### src/rtl/bist_ctrl_p_pkg.sv
// rtl/bist_ctrl_p_pkg.sv - state encoding and default sizing shared by the BIST controller files
package bist_pkg;

  typedef enum logic [1:0] {
    ST_IDLE,
    ST_RUN,
    ST_CHECK,
    ST_DONE
  } bist_state_e;

  localparam int N_DEF = 9;
  localparam int M_DEF = 8;

  // Seed index needs at least one bit even for a single seed.
  function automatic int seed_w(input int m);
    return (m > 1) ? $clog2(m) : 1;
  endfunction

endpackage

### src/rtl/bist_ctrl_p_if.sv
// rtl/bist_ctrl_p_if.sv - request/status bundle between a BIST requester and the controller
interface bist_ctrl_p_if
  import bist_pkg::*;
#(
  parameter int SEED_W = seed_w(M_DEF)
);

  logic              start;
  logic              abort;
  logic              sig_ok;
  logic              out;
  logic [SEED_W-1:0] seed_idx;
  logic              running;
  logic              bist_end;
  logic              pass;

  modport master (
    output start, abort, sig_ok,
    input  out, seed_idx, running, bist_end, pass
  );

  modport slave (
    input  start, abort, sig_ok,
    output out, seed_idx, running, bist_end, pass
  );

endinterface

### src/rtl/bist_ctrl_p_rise_det.sv
// rtl/bist_ctrl_p_rise_det.sv - 0->1 detector on a sampled level input
module rise_det (
  input  logic CLK,
  input  logic RESET_N,
  input  logic D,
  output logic RISE
);

  logic start_q;

  // Resetting to 1 means a level already high at reset release is not an edge.
  always_ff @(posedge CLK or negedge RESET_N) begin
    if (!RESET_N) begin
      start_q <= 1'b1;
    end else begin
      start_q <= D;
    end
  end

  assign RISE = D & ~start_q;

endmodule

### src/rtl/bist_ctrl_p.sv
// rtl/bist_ctrl_p.sv - BIST sequencer: M seeds of N vectors, one signature check, sticky result
module bist_ctrl_p
  import bist_pkg::*;
#(
  parameter int N     = N_DEF,
  parameter int M     = M_DEF,
  parameter int CNT_W = $clog2((N + 1) * M + 1)
) (
  input logic          CLK,
  input logic          RESET_N,
  bist_ctrl_p_if.slave bus
);

  localparam int SEED_W = seed_w(M);
  localparam int PH_W   = (N > 0) ? $clog2(N + 1) : 1;

  localparam logic [CNT_W-1:0] CNT_LAST = CNT_W'((N + 1) * M - 1);
  localparam logic [PH_W-1:0]  PH_LAST  = PH_W'(N);
  localparam logic [PH_W-1:0]  PH_PRE   = PH_W'(N - 1);

  bist_state_e       state_q;
  logic [CNT_W-1:0]  cnt_q;
  logic [PH_W-1:0]   phase_q;
  logic [SEED_W-1:0] seed_q;
  logic              out_q;
  logic              running_q;
  logic              end_q;
  logic              pass_q;
  logic              start_rise;

  rise_det u_rise_det (
    .CLK     (CLK),
    .RESET_N (RESET_N),
    .D       (bus.start),
    .RISE    (start_rise)
  );

  always_ff @(posedge CLK or negedge RESET_N) begin
    if (!RESET_N) begin
      state_q   <= ST_IDLE;
      cnt_q     <= '0;
      phase_q   <= '0;
      seed_q    <= '0;
      out_q     <= 1'b1;
      running_q <= 1'b0;
      end_q     <= 1'b0;
      pass_q    <= 1'b0;
    end else begin
      case (state_q)
        ST_IDLE, ST_DONE: begin
          if (start_rise) begin
            state_q   <= ST_RUN;
            cnt_q     <= '0;
            phase_q   <= '0;
            seed_q    <= '0;
            out_q     <= 1'b1;
            running_q <= 1'b1;
            end_q     <= 1'b0;
            pass_q    <= 1'b0;
          end
        end
        ST_RUN: begin
          if (bus.abort) begin
            state_q   <= ST_IDLE;
            running_q <= 1'b0;
            out_q     <= 1'b1;
            end_q     <= 1'b0;
            pass_q    <= 1'b0;
          end else if (cnt_q == CNT_LAST) begin
            // Seed index is left at M-1 so it never wraps during a test.
            state_q   <= ST_CHECK;
            running_q <= 1'b0;
            out_q     <= 1'b1;
          end else begin
            cnt_q <= cnt_q + CNT_W'(1);
            if (phase_q == PH_LAST) begin
              phase_q <= '0;
              seed_q  <= seed_q + SEED_W'(1);
            end else begin
              phase_q <= phase_q + PH_W'(1);
            end
            // Strobe goes low in the cycle whose phase will be N.
            out_q <= (phase_q != PH_PRE);
          end
        end
        ST_CHECK: begin
          if (bus.abort) begin
            state_q <= ST_IDLE;
            end_q   <= 1'b0;
            pass_q  <= 1'b0;
          end else begin
            state_q <= ST_DONE;
            end_q   <= 1'b1;
            pass_q  <= bus.sig_ok;
          end
        end
        default: state_q <= ST_IDLE;
      endcase
    end
  end

  assign bus.out      = out_q;
  assign bus.seed_idx = seed_q;
  assign bus.running  = running_q;
  assign bus.bist_end = end_q;
  assign bus.pass     = pass_q;

endmodule
### src/flat_wrapper.sv
// flat-port wrapper written by rule: the top's interface ports become plain ports
module bist_ctrl_p_flat import bist_pkg::*;
#(
  parameter int N     = N_DEF,
  parameter int M     = M_DEF,
  parameter int CNT_W = $clog2((N + 1) * M + 1)
)
  (CLK, RESET_N, bus_start, bus_abort, bus_sig_ok, bus_out, bus_seed_idx, bus_running, bus_bist_end, bus_pass);
  bist_ctrl_p_if bus_i ();
  input logic CLK;
  input logic RESET_N;
  input wire logic [$bits(bus_i.start)-1:0] bus_start;
  input wire logic [$bits(bus_i.abort)-1:0] bus_abort;
  input wire logic [$bits(bus_i.sig_ok)-1:0] bus_sig_ok;
  output wire logic [$bits(bus_i.out)-1:0] bus_out;
  output wire logic [$bits(bus_i.seed_idx)-1:0] bus_seed_idx;
  output wire logic [$bits(bus_i.running)-1:0] bus_running;
  output wire logic [$bits(bus_i.bist_end)-1:0] bus_bist_end;
  output wire logic [$bits(bus_i.pass)-1:0] bus_pass;
  assign bus_i.start = bus_start;
  assign bus_i.abort = bus_abort;
  assign bus_i.sig_ok = bus_sig_ok;
  assign bus_out = bus_i.out;
  assign bus_seed_idx = bus_i.seed_idx;
  assign bus_running = bus_i.running;
  assign bus_bist_end = bus_i.bist_end;
  assign bus_pass = bus_i.pass;
  bist_ctrl_p #(.N(N), .M(M), .CNT_W(CNT_W)) u_core (.CLK(CLK), .RESET_N(RESET_N), .bus(bus_i));
endmodule
### config.mk
export PLATFORM = sky130hd
export DESIGN_NAME = bist_ctrl_p_flat
export DESIGN_NICKNAME = d
export VERILOG_FILES = /design/src/rtl/bist_ctrl_p_pkg.sv /design/src/rtl/bist_ctrl_p_if.sv /design/src/rtl/bist_ctrl_p_rise_det.sv /design/src/rtl/bist_ctrl_p.sv /design/src/flat_wrapper.sv
export SDC_FILE = /design/constraint.sdc
export NUM_CORES = 1
export LEC_CHECK = 0
export CAP_MARGIN = 0
export CORE_UTILIZATION = 55
export DETAILED_ROUTE_END_ITERATION = 7
export PLACE_DENSITY = 0.77
export SETUP_SLACK_MARGIN = 0.5
export SLEW_MARGIN = 5
export SYNTH_ARGS = -nofsm -noshare
export SYNTH_HDL_FRONTEND = slang
export SYNTH_SLANG_ARGS = --single-unit
### constraint.sdc
create_clock -name CLK -period 2.32 [get_ports CLK]
set_input_delay 0.464 -clock CLK [delete_from_list [all_inputs] [get_ports CLK]]
set_output_delay 0.464 -clock CLK [all_outputs]
set_load 0.1 [all_outputs]
; Word-level counts from Yosys, hierarchy flattened
; Index checks and enable logic that the tools add are counted.
; Widths: inputs -> output; s select.
[word_totals]
latch_bits = 0
input_bits = 5
mem_count = 0
mem_bits_rw = 0
reg_bits = 21
elab_cells = 67
romBits = 0
out_inout_bits = 7
[op_classes]
n_bitwise = 2
n_shift = 0
n_lt_le_gt_ge = 0
n_reduce_logical = 9
div = 0
add_sub_neg = 3
muxes = 32
n_mul = 0
eq_ne = 12
[op_table]
columns = operator, count
row1 = $mux 7, 3
row2 = $mux 4, 4
row3 = $pmux 7 s2, 1
row4 = $mux 3, 4
row5 = $mux 1, 9
row6 = $mux 2, 4
row7 = $pmux 4 s2, 1
row8 = $add 7x1->7 const B, 1
row9 = $eq 7x7->1 const B, 1
row10 = $ne 2x2->1 const B, 3
row11 = $pmux 1 s3, 2
row12 = $pmux 2 s3, 1
row13 = $pmux 3 s2, 1
row14 = $reduce_and 2->1, 3
row15 = $reduce_and 5->1, 1
row16 = $add 4x1->4 const B, 1
row17 = $eq 2x2->1 const B, 2
row18 = $eq 4x4->1 const B, 1
row19 = $ne 2x1->1 const B, 2
row20 = $ne 4x4->1 const B, 1
row21 = $pmux 1 s2, 2
row22 = $reduce_and 4->1, 1
row23 = $add 3x1->3 const B, 1
row24 = $ne 3x2->1 const B, 1
row25 = 7 further kinds, 7

; Longest topological paths before layout
[logic_depth]
ltp_word = 5
mapped_depth = 8
depth_no_buf = 6

; Modules after synthesis
; Synthesis repeated with hierarchy kept, for this count alone.
[hier_totals]
hier_cells = 129
hier_area_um2 = 1214.9
[modules_own_cells]
columns = mod, cells_each, n_inst, seq_area_each_um2, area_per_inst_um2
row1 = bist_ctrl_p, 127, 1, 501.7, 1174.9
row2 = rise_det, 2, 1, 26.3, 40.0

; Worst setup path before layout
; No wires, ideal clock.
[synth_path]
path_kind = register -> register
startpoint = register u_core.state_q[1]
endpoint = register u_core.phase_q[0]
stages_incl_launch_ff = 7
t_required_ps = 2195
setup_ps = 125
arrival_time_ps = 1703
path_slack_ps = 492
path_buffers = 1
synth_period_minus_slack_ps = 1828
path_cell_list = dfrtp_1 -> ha_1 -> buf_2 -> nor2_1 -> a211o_4 -> a21oi_2 -> mux2_2
[synth_via]
elab_chain_cells = 4
word_cells_on_any_way = 10
cone_classes = 5 x eq/ne / 1 x mux / 4 x reduce/logical
[synth_rtl]
columns = element, line
row1 = start: declaration, bist_ctrl_p.sv:21  ; bist_state_e state_q;
row2 = start signal: assignment, bist_ctrl_p.sv:40  ; state_q <= ST_IDLE;
row3 = start signal: assignment, bist_ctrl_p.sv:52  ; state_q <= ST_RUN;
row4 = start signal: assignment, bist_ctrl_p.sv:64  ; state_q <= ST_IDLE;
row5 = $eq 2x2->1 or $logic_not 2->1 (tied branches), bist_ctrl_p.sv:49  ; case (state_q)
row6 = $reduce_or 2->1, bist_ctrl_p.sv:49
row7 = $ne 2x1->1 (no line) or $reduce_bool 2->1 (tied branches), n/a
row8 = $reduce_and 4->1 (no line), n/a
row9 = end signal: assignment, bist_ctrl_p.sv:80  ; phase_q <= phase_q + PH_W'(1);
row10 = end: declaration, bist_ctrl_p.sv:23  ; logic [PH_W-1:0] phase_q;
; Several ways; a longest one is shown, not always the timed one.
; A chain may end at the register's enable or synchronous reset.

; Final worst setup path
[layout_path]
startpoint = register u_core.state_q[0]
endpoint = register u_core.phase_q[2]
; The elaborated chain is that of the path after synthesis.

==> flow_metrics.env <==
export IMPL_status="finished, final reports clean"
export IMPL_cts_root_buf="clkbuf_4"
export IMPL_hold_viol_final=0
export IMPL_crit_chain="buf_4, ha_4, and2_4, a211o_4, buf_4, a211oi_1, a211o_1"
export IMPL_synthCells=130
export IMPL_final_period_utilization=0.8019
export IMPL_cts_clk_slew_worst_paths_ns=0.12
export IMPL_cpMaxStageDelayCell="dfrtp_1"
export IMPL_power_density_nw_per_um2=1337
export IMPL_drt_first_pass_iters=4
export IMPL_nNetsFinal=168
export IMPL_share_comb_of_total_power=0.614
export IMPL_p_seq_frac=0.298
export IMPL_place_hpwl_microns=1990
export IMPL_finalSetupViolations=0
export IMPL_dieWidth_microns=50.01
export IMPL_overflow=0
export IMPL_cts_htree_levels=1
export IMPL_rsz0062_at_grt="true"
export IMPL_async_flop_share=1.000
export IMPL_synth_net_count=140
export IMPL_synth_edff_count=0
export IMPL_slew_viol_final=0
export IMPL_slew_headroom=0.7562
export IMPL_cts_buffers=3
export IMPL_clkPwrFrac=0.088
export IMPL_vias=1149
export IMPL_drive_gt1_frac=0.2930
export IMPL_ant_nets=0
export IMPL_viasPerCell=6.211
export IMPL_end_kind="flop"
export IMPL_final_cell_mix="buf_4 (24), dfrtp_1 (18), nand2_1 (15)"
export IMPL_gp_congestion=0.8427
export IMPL_drt_total_wl_microns=3181
export IMPL_max_slew_worst_pin_slew_ns=0.3656
export IMPL_critPathLaunch="u_core.state_q[0]$_DFFE_PN0P_"
export IMPL_min_period_ns=1.860
export IMPL_cp_required_ns=2.59
export IMPL_slowest_delay_ns=0.45
export IMPL_synth_warning_count=0
export IMPL_start_util=0.5785
export IMPL_port_buffer_count=11
export IMPL_path_common_cell="buf_4"
export IMPL_antenna_found_initial=0
export IMPL_hold_class="in2async"
export IMPL_ys_seq_elements=21
export IMPL_max_cap_violations=0
export IMPL_p_switching_mw=1.010
export IMPL_seq_area_frac_synth=0.4166
export IMPL_ys_types=49
export IMPL_core_sq_um=2191
export IMPL_synth_flop_cell="dfrtp_1"
export IMPL_grt_usage=0.2702
export IMPL_place_ws_ns=0.1715
export IMPL_fmax_mhz=537.5
export IMPL_cts_sinks=21
export IMPL_insertedDiodeCount=0
export IMPL_tns_ns=0
export IMPL_r2r_start="u_core.state_q[0]$_DFFE_PN0P_"
export IMPL_grt_pass1_vias=1069
export IMPL_drt_iter0_markers=27
export IMPL_cp_max_fo=7
export IMPL_finClkSkew_ns=0.005009
export IMPL_grt_max_degree=22
export IMPL_die_h_microns=50.01
export IMPL_cellInternalPower_mw=1.107
export IMPL_p_total_mw=2.117
export IMPL_critPathKind="reg2reg"
export IMPL_swShare=0.4770
export IMPL_clock_latency_ns=0.31
export IMPL_cts_buffer_depth=2
export IMPL_arrival_ns=2.13
export IMPL_cts_hold_buffers=0
export IMPL_area_growth_pct=24.98
export IMPL_final_common_cell="buf_4"
export IMPL_ios=12
export IMPL_timing_final_ws_setup_ns=0.4596
export IMPL_p_leak_nw=0.7281
export IMPL_placedCellCount=169
export IMPL_synth_area_per_cell_sq_um=9.750
export IMPL_drc_errors=0
export IMPL_syn_area_sq_um=1267
export IMPL_final_util=0.7230
export IMPL_layoutNonFillerInstCount=185
export IMPL_die_area_sq_um=2501
export IMPL_grt_first_pass_wirelength_microns=5057
export IMPL_row_count=17
export IMPL_ir_worst_vdd_uv=1083
export IMPL_worst_setup_path_start_kind="flop"
export IMPL_wl_per_cell_microns=17.19
export IMPL_cts_tree="built"
-- layer usage --
layer  share of wire  wire, microns  vias to the layer above  track usage
met5               0              0                        -            0
met4           0.020             64                        0       0.1238
met3           0.047            148                        6      0.05247
met2            0.50           1602                       40       0.4156
met1            0.43           1365                      559       0.3627
li1                -              -                      544            -
-- cells by family after synthesis --
kind of cell / share of synthesized area
muxes: 0.02567
and+or+nand+nor: 0.2063
buffers and inverters: 0.05133
AOI/OAI and AO/OA: 0.2508
adders and majority gates: 0.04936
DFF: 0.4166
-- repair_timing --
action / in CTS / in global routing
pin swaps: 2 / 2
gates cloned: 0 / 0
resized for setup: 6 / 7
setup buffers: 5 / 7
setup endpoints to repair: 9 / 10
-- registers in the layout, indices dropped and copies added, names as in the netlist --
name / count
u_core.bus.out: 1
u_core.cnt_q: 7
u_core.state_q: 2
u_core.bus.running: 1
u_core.u_rise_det.start_q: 1
u_core.bus.bist_end: 1
u_core.bus.seed_idx: 3
u_core.bus.pass: 1
u_core.phase_q: 4
-- final cells by class --
| type | count | area, sq um |
|---|---|---|
| Timing Repair Buffer | 28 | 220.2 |
| Multi-Input combinational cell | 94 | 735.7 |
| Clock buffer | 4 | 26.28 |
| Tap cell | 28 | 35.03 |
| Sequential cell | 21 | 529.3 |
| Fill cell | 138 | 606.8 |
| Inverter | 10 | 37.54 |
-- critical path: cells and delay by family (launching register included) --
kind,cells,cell delay [ns]
AO/OA/AOI/OAI,3,0.72
flip-flops,1,0.45
buffers and inverters,2,0.32
adder cells (fa/ha/maj),1,0.18
AND/OR/NAND/NOR,1,0.14
-- power by group through the flow --
stage | sequential, mW | combinational [mW] | clock, mW
after floorplan | 0.833 | 0.613 | 0
after global placement | 0.619 | 1.02 | 0
after detailed placement | 0.628 | 1.05 | 0
after CTS | 0.620 | 1.14 | 0.187
after global routing | 0.648 | 1.38 | 0.194
final | 0.631 | 1.30 | 0.186
-- Yosys cell counts (2+ instances only) --
cell type	instances	area [sq um]
clkbuf_1	3	11.26
nor4_1	2	12.51
o21ai_1	2	10.01
nor2_1	3	11.26
mux2_2	2	22.52
and3_1	4	25.02
dfstp_2	2	52.55
nand4bb_1	2	22.52
nand2_1	15	56.30
ha_1	5	62.56
and2_1	4	25.02
o31ai_1	4	30.03
a211o_1	3	26.28
nand3_1	2	10.01
dfrtp_1	19	475.5
nand2b_1	2	12.51
nand3b_1	2	15.01
a41o_1	3	30.03
inv_1	10	37.54
o211ai_1	2	15.01
o22ai_1	3	18.77
o21ai_0	2	10.01
a21oi_1	6	30.03
a31oi_1	3	18.77
-- stage by stage --
step,area (sq um),hold slack [ns]
after floorplan,1275,0.1684
after global placement,1413,0.4831
after detailed placement,1413,0.4950
after CTS,1503,0.4896
after global routing,1584,0.5095
final,1584,0.4905
-- worst paths after layout --
check | end | slack (ns) | cells after the start
worst min register to register | u_core.bus.running$_DFFE_PN0P_ | 0.52 | 2
worst min-delay path | u_core.bus.pass$_DFFE_PN0P_ | 0.49 | 2
min in group CLK | u_core.bus.running$_DFFE_PN0P_ | 0.52 | 2
worst max-delay path | u_core.phase_q[2]$_DFFE_PN0P_ | 0.46 | 7
worst max register to register | u_core.phase_q[2]$_DFFE_PN0P_ | 0.46 | 7
max in group asynchronous | u_core.bus.out$_DFFE_PN1P_ | 1.56 | 2
Note: power is estimated with default switching activity, not from simulation.
